`src/rtl/corr_tx_scheduler.sv`:
```
// -----------------------------------------------------------------------------
// corr_tx_scheduler
//
// Round-robin scheduler sharing one hex-word UART transmitter between NUM_CH
// correlator result channels. One pending channel is granted at a time. Its
// word is latched and presented to the transmitter. The scheduler then waits
// for a fresh rising edge of tx_done before it arbitrates again. Completed
// words are counted. A word that stalls longer than TIMEOUT cycles is aborted
// and flagged in a sticky error bit.
//
// Optional feature (macro CORR_TX_HEADER_EN):
//   When defined, HEADER_WORD is sent before the first channel word of every
//   sweep. A sweep boundary is the first grant after reset, or any grant where
//   the round-robin pointer wrapped. When undefined, no header is ever sent.
//
// Parameters:
//   RESOLUTION  - word width in bits (multiple of 4)
//   NUM_CH      - number of requesting channels (2..16)
//   TIMEOUT     - cycles allowed per word in HDR/SEND before abort
//   HEADER_WORD - sync word sent per sweep (header build only)
//
// Ports:
//   clk         in   system clock, rising edge
//   rst_n       in   asynchronous active-low reset
//   ch_req      in   per-channel request level, held until acked
//   ch_data     in   flattened channel words, channel i at [i*RESOLUTION +: RESOLUTION]
//   ch_ack      out  one-cycle pulse: channel word latched
//   tx_data     out  registered word presented to the transmitter
//   tx_enable   out  registered transmitter enable
//   tx_done     in   transmitter done level, synchronous to clk
//   busy        out  high whenever the scheduler is not idle
//   words_sent  out  completed words (headers included), wraps at 16 bits
//   timeout_err out  sticky abort flag, cleared only by reset
// -----------------------------------------------------------------------------
module corr_tx_scheduler #(
   parameter int unsigned              RESOLUTION  = 32,
   parameter int unsigned              NUM_CH      = 4,
   parameter logic [23:0]              TIMEOUT     = 24'd5000000,
   parameter logic [RESOLUTION-1:0]    HEADER_WORD = 32'hFFFFFFFF
) (
   input  logic                         clk,
   input  logic                         rst_n,
   input  logic [NUM_CH-1:0]            ch_req,
   input  logic [NUM_CH*RESOLUTION-1:0] ch_data,
   output logic [NUM_CH-1:0]            ch_ack,
   output logic [RESOLUTION-1:0]        tx_data,
   output logic                         tx_enable,
   input  logic                         tx_done,
   output logic                         busy,
   output logic [15:0]                  words_sent,
   output logic                         timeout_err
);

   localparam int unsigned         GW      = (NUM_CH > 1) ? $clog2(NUM_CH) : 1;
   localparam logic [GW-1:0]       LAST_CH = GW'(NUM_CH - 1);
   localparam logic [NUM_CH-1:0]   ACK_CH0 = NUM_CH'(1);

   localparam logic [1:0] ST_IDLE = 2'd0;
   localparam logic [1:0] ST_LOAD = 2'd1;
   localparam logic [1:0] ST_SEND = 2'd2;
`ifdef CORR_TX_HEADER_EN
   localparam logic [1:0] ST_HDR  = 2'd3;
`endif

   // State registers
   logic [1:0]            r_state;
   logic [GW-1:0]         r_grant;
   logic [GW-1:0]         r_last_grant;
   logic                  r_done_q;
   logic [23:0]           r_timer;
   logic [RESOLUTION-1:0] r_tx_data;
   logic                  r_tx_enable;
   logic [NUM_CH-1:0]     r_ch_ack;
   logic [15:0]           r_words_sent;
   logic                  r_timeout_err;
`ifdef CORR_TX_HEADER_EN
   logic                  r_sweep_start;
   logic                  w_sweep_nxt;
   logic                  w_sweep;
`else
   logic                  w_unused_hdr;
   assign w_unused_hdr = ^HEADER_WORD;
`endif

   // Next-state wires
   logic [1:0]            w_state_nxt;
   logic [GW-1:0]         w_grant_nxt;
   logic [GW-1:0]         w_last_grant_nxt;
   logic [23:0]           w_timer_nxt;
   logic [RESOLUTION-1:0] w_tx_data_nxt;
   logic                  w_tx_enable_nxt;
   logic [NUM_CH-1:0]     w_ch_ack_nxt;
   logic [15:0]           w_words_sent_nxt;
   logic                  w_timeout_err_nxt;

   logic                  w_req_any;
   logic [GW-1:0]         w_req_idx;
   logic                  w_done_edge;
   logic                  w_timer_hit;

   // Round-robin search starting just after the last granted channel.
   always_comb begin
      logic [GW-1:0] idx;
      int unsigned   sum;
      w_req_any = 1'b0;
      w_req_idx = r_last_grant;
      idx       = '0;
      sum       = 0;
      for (int unsigned k = 1; k <= NUM_CH; k++) begin
         sum = 32'(r_last_grant) + k;
         if (sum >= NUM_CH) begin
            sum = sum - NUM_CH;
         end
         idx = GW'(sum);
         if (!w_req_any && ch_req[idx]) begin
            w_req_any = 1'b1;
            w_req_idx = idx;
         end
      end
   end

   // Only a fresh 0->1 transition completes a word; a level left high from
   // the previous word must not be mistaken for completion.
   assign w_done_edge = tx_done & ~r_done_q;
   assign w_timer_hit = (r_timer == (TIMEOUT - 24'd1));

`ifdef CORR_TX_HEADER_EN
   assign w_sweep = r_sweep_start | (w_req_idx <= r_last_grant);
`endif

   always_comb begin
      w_state_nxt       = r_state;
      w_grant_nxt       = r_grant;
      w_last_grant_nxt  = r_last_grant;
      w_timer_nxt       = r_timer;
      w_tx_data_nxt     = r_tx_data;
      w_tx_enable_nxt   = r_tx_enable;
      w_ch_ack_nxt      = '0;
      w_words_sent_nxt  = r_words_sent;
      w_timeout_err_nxt = r_timeout_err;
`ifdef CORR_TX_HEADER_EN
      w_sweep_nxt       = r_sweep_start;
`endif

      unique case (r_state)
         ST_IDLE: begin
            w_tx_enable_nxt = 1'b0;
            if (w_req_any) begin
               w_grant_nxt      = w_req_idx;
               w_last_grant_nxt = w_req_idx;
               w_timer_nxt      = '0;
`ifdef CORR_TX_HEADER_EN
               w_sweep_nxt      = 1'b0;
               w_state_nxt      = w_sweep ? ST_HDR : ST_LOAD;
`else
               w_state_nxt      = ST_LOAD;
`endif
            end
         end

`ifdef CORR_TX_HEADER_EN
         ST_HDR: begin
            if (w_done_edge) begin
               w_tx_enable_nxt  = 1'b0;
               w_words_sent_nxt = r_words_sent + 16'd1;
               w_state_nxt      = ST_LOAD;
            end else if (w_timer_hit) begin
               // Granted channel was never acked; it keeps requesting.
               w_tx_enable_nxt   = 1'b0;
               w_timeout_err_nxt = 1'b1;
               w_state_nxt       = ST_IDLE;
            end else begin
               w_tx_data_nxt   = HEADER_WORD;
               w_tx_enable_nxt = 1'b1;
               w_timer_nxt     = r_timer + 24'd1;
            end
         end
`endif

         ST_LOAD: begin
            w_tx_data_nxt   = ch_data[32'(r_grant) * RESOLUTION +: RESOLUTION];
            w_ch_ack_nxt    = ACK_CH0 << r_grant;
            w_tx_enable_nxt = 1'b1;
            w_timer_nxt     = '0;
            w_state_nxt     = ST_SEND;
         end

         ST_SEND: begin
            // Done edge takes priority over a simultaneous timeout.
            if (w_done_edge) begin
               w_tx_enable_nxt  = 1'b0;
               w_words_sent_nxt = r_words_sent + 16'd1;
               w_state_nxt      = ST_IDLE;
            end else if (w_timer_hit) begin
               // Word already acked upstream: it is dropped, not re-sent.
               w_tx_enable_nxt   = 1'b0;
               w_timeout_err_nxt = 1'b1;
               w_state_nxt       = ST_IDLE;
            end else begin
               w_timer_nxt = r_timer + 24'd1;
            end
         end

         default: begin
            w_tx_enable_nxt = 1'b0;
            w_state_nxt     = ST_IDLE;
         end
      endcase
   end

   always_ff @(posedge clk or negedge rst_n) begin
      if (!rst_n) begin
         r_state       <= ST_IDLE;
         r_grant       <= '0;
         r_last_grant  <= LAST_CH;
         r_done_q      <= 1'b0;
         r_timer       <= '0;
         r_tx_data     <= '0;
         r_tx_enable   <= 1'b0;
         r_ch_ack      <= '0;
         r_words_sent  <= '0;
         r_timeout_err <= 1'b0;
`ifdef CORR_TX_HEADER_EN
         r_sweep_start <= 1'b1;
`endif
      end else begin
         r_state       <= w_state_nxt;
         r_grant       <= w_grant_nxt;
         r_last_grant  <= w_last_grant_nxt;
         r_done_q      <= tx_done;
         r_timer       <= w_timer_nxt;
         r_tx_data     <= w_tx_data_nxt;
         r_tx_enable   <= w_tx_enable_nxt;
         r_ch_ack      <= w_ch_ack_nxt;
         r_words_sent  <= w_words_sent_nxt;
         r_timeout_err <= w_timeout_err_nxt;
`ifdef CORR_TX_HEADER_EN
         r_sweep_start <= w_sweep_nxt;
`endif
      end
   end

   assign ch_ack      = r_ch_ack;
   assign tx_data     = r_tx_data;
   assign tx_enable   = r_tx_enable;
   assign busy        = (r_state != ST_IDLE);
   assign words_sent  = r_words_sent;
   assign timeout_err = r_timeout_err;

endmodule
```
`config.mk`:
```
export PLATFORM = sky130hd
export DESIGN_NAME = corr_tx_scheduler
export DESIGN_NICKNAME = d
export VERILOG_FILES = /design/src/rtl/corr_tx_scheduler.sv
export SDC_FILE = /design/constraint.sdc
export NUM_CORES = 1
export LEC_CHECK = 0
export CORE_MARGIN = 2
export CORE_UTILIZATION = 35
export CTS_CLUSTER_DIAMETER = 200
export CTS_CLUSTER_SIZE = 30
export DETAILED_ROUTE_END_ITERATION = 6
export DONT_BUFFER_PORTS = 1
export PLACE_DENSITY = 0.58
export SKIP_LAST_GASP = 1
export SYNTH_ARGS = -nofsm -noshare
export SYNTH_HDL_FRONTEND = slang
export SYNTH_SLANG_ARGS = --single-unit
export TNS_END_PERCENT = 10
```
`constraint.sdc`:
```
create_clock -name clk -period 2.1 [get_ports clk]
set_input_delay 0.63 -clock clk [delete_from_list [all_inputs] [get_ports clk]]
set_output_delay 0.63 -clock clk [all_outputs]
set_load 0.005 [all_outputs]
```
; ---- Word level (Yosys, flattened, before mapping)
; Index checks and enable logic that the tools add are counted.
; W data, S select, Z words.
[word_totals]
reg_bits = 85
input_bits = 135
out_inout_bits = 55
wordCells = 86
[classes]
add_sub_neg = 10
order_cmp = 8
eq_ne = 7
shifts = 2
mux = 32
bitwise_logic = 3
reduce_logical = 14
[ops]
columns = operator, n
row1 = $shiftx A128 B8 Y32, 1
row2 = $mux W24, 3
row3 = $pmux W24 S3, 1
row4 = $add A24 B1 Y24 const B, 1
row5 = $eq A24 B23 Y1 const B, 1
row6 = $mux W2, 11
row7 = $add A16 B1 Y16 const B, 1
row8 = $lt A2 B3 Y1 const B, 4
row9 = $mux W1, 10
row10 = $ge A3 B3 Y1 const B, 3
row11 = $bmux W1 S2, 4
row12 = $sub A2 B1 Y2 const B, 4
row13 = $add A2 B2 Y3 const B, 2
row14 = $ne A2 B2 Y1 const B, 3
row15 = $pmux W2 S3, 1
row16 = $reduce_and A2 Y1, 3
row17 = $add A2 B3 Y4 const B, 1
row18 = $ge A4 B3 Y1 const B, 1
row19 = $mux W4, 1
row20 = $reduce_and A4 Y1, 1
row21 = $shl A1 B2 Y4 const A, 1
row22 = $add A2 B1 Y3 const B, 1
row23 = $logic_and A1 B1 Y1, 3
row24 = $logic_not A1 Y1, 3
row25 = 10 further kinds, 11

; ---- Longest topological paths before layout
[logic_depth]
depth_word = 17
mapped_depth = 6

; ---- Worst setup path before layout
; OpenSTA, ideal clock, no wires.
[synth_path]
kind = in2reg
startpoint = input tx_done
endpoint = register r_words_sent[15] (netlist: words_sent[15])
setup_time_ns = 0.123
arrival_ns = 1.657
required_ns = 1.977
slack_ns = 0.320
path_stages = 6
path_buffers = 1
path_cell_list = nor4bb_1 buf_2 nand4_1 nor2_1 nand4_1 xnor2_1
[synth_via]
elab_chain_cells = 2
[synth_lines]
columns = item, line
row1 = from (decl), 48  ; input logic tx_done,
row2 = $and A1 B1 Y1, 124  ; assign w_done_edge = tx_done & ~r_done_q;
row3 = $reduce_and A2 Y1 (no line), -
row4 = to (signal assigned), 235  ; r_words_sent <= w_words_sent_nxt;
row5 = to (decl), 74  ; logic [15:0] r_words_sent;
; No other way between the ends.
; A chain may end at the register's enable or synchronous reset.

; ---- Worst setup path in the final report
[layout_path]
startpoint = register r_timer[10]
endpoint = register r_timer[3]
[layout_via]
elab_chain_cells = 3
[layout_lines]
columns = item, line
row1 = from (decl), 70  ; logic [23:0] r_timer;
row2 = from (signal assigned), 231  ; r_timer <= w_timer_nxt;
row3 = $eq A24 B23 Y1, 125  ; assign w_timer_hit = (r_timer == (TIMEOUT - 24'd1));
row4 = $ne A2 B2 Y1 (no line), -
row5 = $reduce_and A4 Y1 (no line), -
; No other way between the ends.

==> results.yml <==
timing:
  whs_ns: -0.0294
  post-route-period-util_pct: 89.9
  period_minus_slack_ns: 1.89
  slew_viol_final: 0
  fmax_ghz: 0.529
  slew-limit-headroom_pct: 53.6
  finalSetupViolCount: 0
  tightest_slew_ns: 0.695
  skew_ns: 0.0129
  fin_tns_setup_ns: 0
  final_hold_viol_count: 76
  rsz0062_at_grt: "no"
cells_and_area:
  utilization_pct: 39.9
  antennaDiodeCount: 0
  syn2layout_area_growth_pct: 10.8
  final_layout_size_suffix_gt1_share_pct: 18.1
  nets: 557
drt:
  num_vias: 3106
  drt-vias-per-instance: 5.20
  drt-wirelength-per-cell_um: 19.6
  drt-initial-drc-count: 124
  maxUsedRoutingLayer: "met5"
  wl_met1_um: 4520
  wl_met3_um: 794
  wl_met2_um: 6240
  drc: 0
  postRouteAntennaNets: 0
  routed_wl_um: 11700
  drtPass1Iterations: 4
worst_setup_path:
  cp-start-kind: "register"
  crit_fanout: 7
  path_class: "register to register"
  cp.required_ns: 2.36
  end_kind: "register"
  worstPathArrival_ns: 2.15
die:
  core_sq_um: 12700
  rows: 41
  num_io_pins: 190
  dieWidth_um: 118
  dieArea_sq_um: 14000
  die_y_um: 118
  start_util_pct: 36.0
flow_run:
  cap_violations: 0
pwr:
  combPwrFrac_pct: 33.8
  p_sw_share_pct: 36.0
  p_switching_mw: 2.25
  power_mw: 6.23
  power.density_nw_per_um2: 1230
  internal_power_mw: 3.99
  pwr-share-clk_pct: 24.5
  vdd_drop_max_v: 0.000570
  power_frac_seq_pct: 41.7
  cellLeakagePower_nw: 2.20
status:
  violations: "hold timing"
  status: "finished, violations left"
clocking:
  cts_root_buf: "clkbuf_16"
  postCtsSetupBuffers: 0
  htreeDepth: 3
  cts.sinks: 85
  post_cts_resized: 0
  clk_pin_slew_worst_paths_ns: 0.07
  cts_tree: "done"
  clkLatencyLatePin_ns: 0.35
  clockBufferDepth: 2
  cts_buffers: 9
synth:
  synthFlopType: "dfrtp_1"
  syn_area_sq_um: 4560
  synth_edf_count: 0
  syn_avg_cell_area_sq_um: 10.8
  synth_cell_type_count: 46
  synth_nets: 559
  synthArstFlopShare_pct: 100
  ys_seq_area_share_pct: 46.7
  synth-seq-cells: 85
  ys.warnings.count: 0
  netlist_instances: 422
grt:
  grt_antenna_before_repair: 1
  grt_pass1_vias: 3274
  grt_pass1_wl_um: 18200
  grt_max_degree: 86
  grt-ovfl-total: 0
  track_usage_pct: 17.0
placement:
  gp_congestion: 0.795
  portBuffers: 0
  place_hpwl_um: 8790
worst_hold_path:
  hp-class: "input port to async pin"
[Yosys cell counts (all sizes together), types with 3 or more instances]
| master | number | area [sq um] |
|---|---|---|
| mux2i | 5 | 50.1 |
| nor4 | 12 | 164 |
| mux4 | 32 | 721 |
| a21o | 3 | 22.5 |
| nand3 | 14 | 70.1 |
| nand4 | 11 | 96.3 |
| nand2b | 5 | 31.3 |
| nor2 | 32 | 120 |
| nand2 | 121 | 454 |
| clkbuf | 13 | 48.8 |
| nor3 | 7 | 35.0 |
| inv | 5 | 18.8 |
| xnor2 | 26 | 228 |
| and3 | 9 | 57.6 |
| dfrtp | 83 | 2080 |
| buf | 7 | 43.8 |
| a21oi | 6 | 33.8 |
| or2 | 4 | 25.0 |
| xor2 | 6 | 52.6 |
[sequential cells by signal, indices dropped and copies added, names as in the netlist, 2 cells and up]
register / flops
r_last_grant: 2
words_sent: 16
r_state: 2
r_timer: 24
ch_ack: 4
r_grant: 2
tx_data: 32
[worst max-delay path, cell delays in order (launching register included)]
cell and delay (ns):
dfrtp_1 0.46, or4_1 0.58, nor4_4 0.27, a21oi_2 0.17
nand4_1 0.14, mux2i_1 0.18
[area by class of cell]
class	count	area, sq um
flip-flops and latches	85	2130
inverters	5	18.8
repair buffers	7	90.1
fillers	1227	7610
well taps	172	215
multi-input cells	312	2330
clock buffers	12	246
clock inverters	4	31.3
[metrics by stage]
step | std cells | setup WS [ns] | hold WS, ns | instance area [sq um]
2_1_floorplan | 422 | 0.320 | 0.334 | 4560
3_3_place_gp | 581 | 0.254 | 0.336 | 4780
3_5_place_dp | 581 | 0.237 | 0.336 | 4780
4_1_cts | 597 | 0.211 | -0.0439 | 5060
5_1_grt | 597 | 0.0779 | -0.0487 | 5060
6_report | 597 | 0.211 | -0.0294 | 5060
[layer usage]
| layer | GRT usage [%] | vias to the layer above |
|---|---|---|
| li1 | - | 1469 |
| met1 | 19.2 | 1503 |
| met2 | 30.5 | 118 |
| met3 | 5.74 | 14 |
| met4 | 4.97 | 2 |
| met5 | 0 | - |
[power by group through the flow]
stage,Clock (mW),Sequential (mW),Combinational (mW)
5_1_grt,1.64,2.66,2.36
2_1_floorplan,0,2.41,1.76
3_3_place_gp,0,2.63,2.10
3_5_place_dp,0,2.65,2.14
4_1_cts,1.58,2.62,2.14
6_report,1.53,2.60,2.11
[layout by cell type, fill, tap and decap left out, drive strengths merged, types with 3 or more instances in the layout]
cell type,n
clkbuf,12
nor4,12
xor2,6
mux2i,5
or2,4
nor2,32
and3,9
nand2,121
xnor2,26
mux4,32
nor3,7
a21o,3
dfrtp,83
nand4,11
a21oi,6
nand3,14
inv,7
nand2b,5
buf,7
[cell families after synthesis]
logic type               synth area share [%]
AO/OA/AOI/OAI                            2.30
XOR/XNOR                                 6.14
adder cells (fa/ha/maj)                 0.548
buffers and inverters                    2.44
flip-flops                               46.7
multiplexers                             17.1
AND/OR/NAND/NOR                          24.8
[path summary, 6_finish.rpt]
check                                  from              end  slack (ns)  cells after the start
worst max-delay path            r_timer[10]       r_timer[3]        0.21                      5
worst min-delay path                  rst_n   words_sent[14]       -0.03                      0
worst max register to register  r_timer[10]       r_timer[3]        0.21                      5
worst min register to register   tx_data[3]       tx_data[3]        0.50                      2
max in group asynchronous             rst_n  r_last_grant[0]        1.90                      0
min in group clk                    tx_done         r_done_q        0.31                      0
Note: power is estimated with default switching activity, not from simulation.
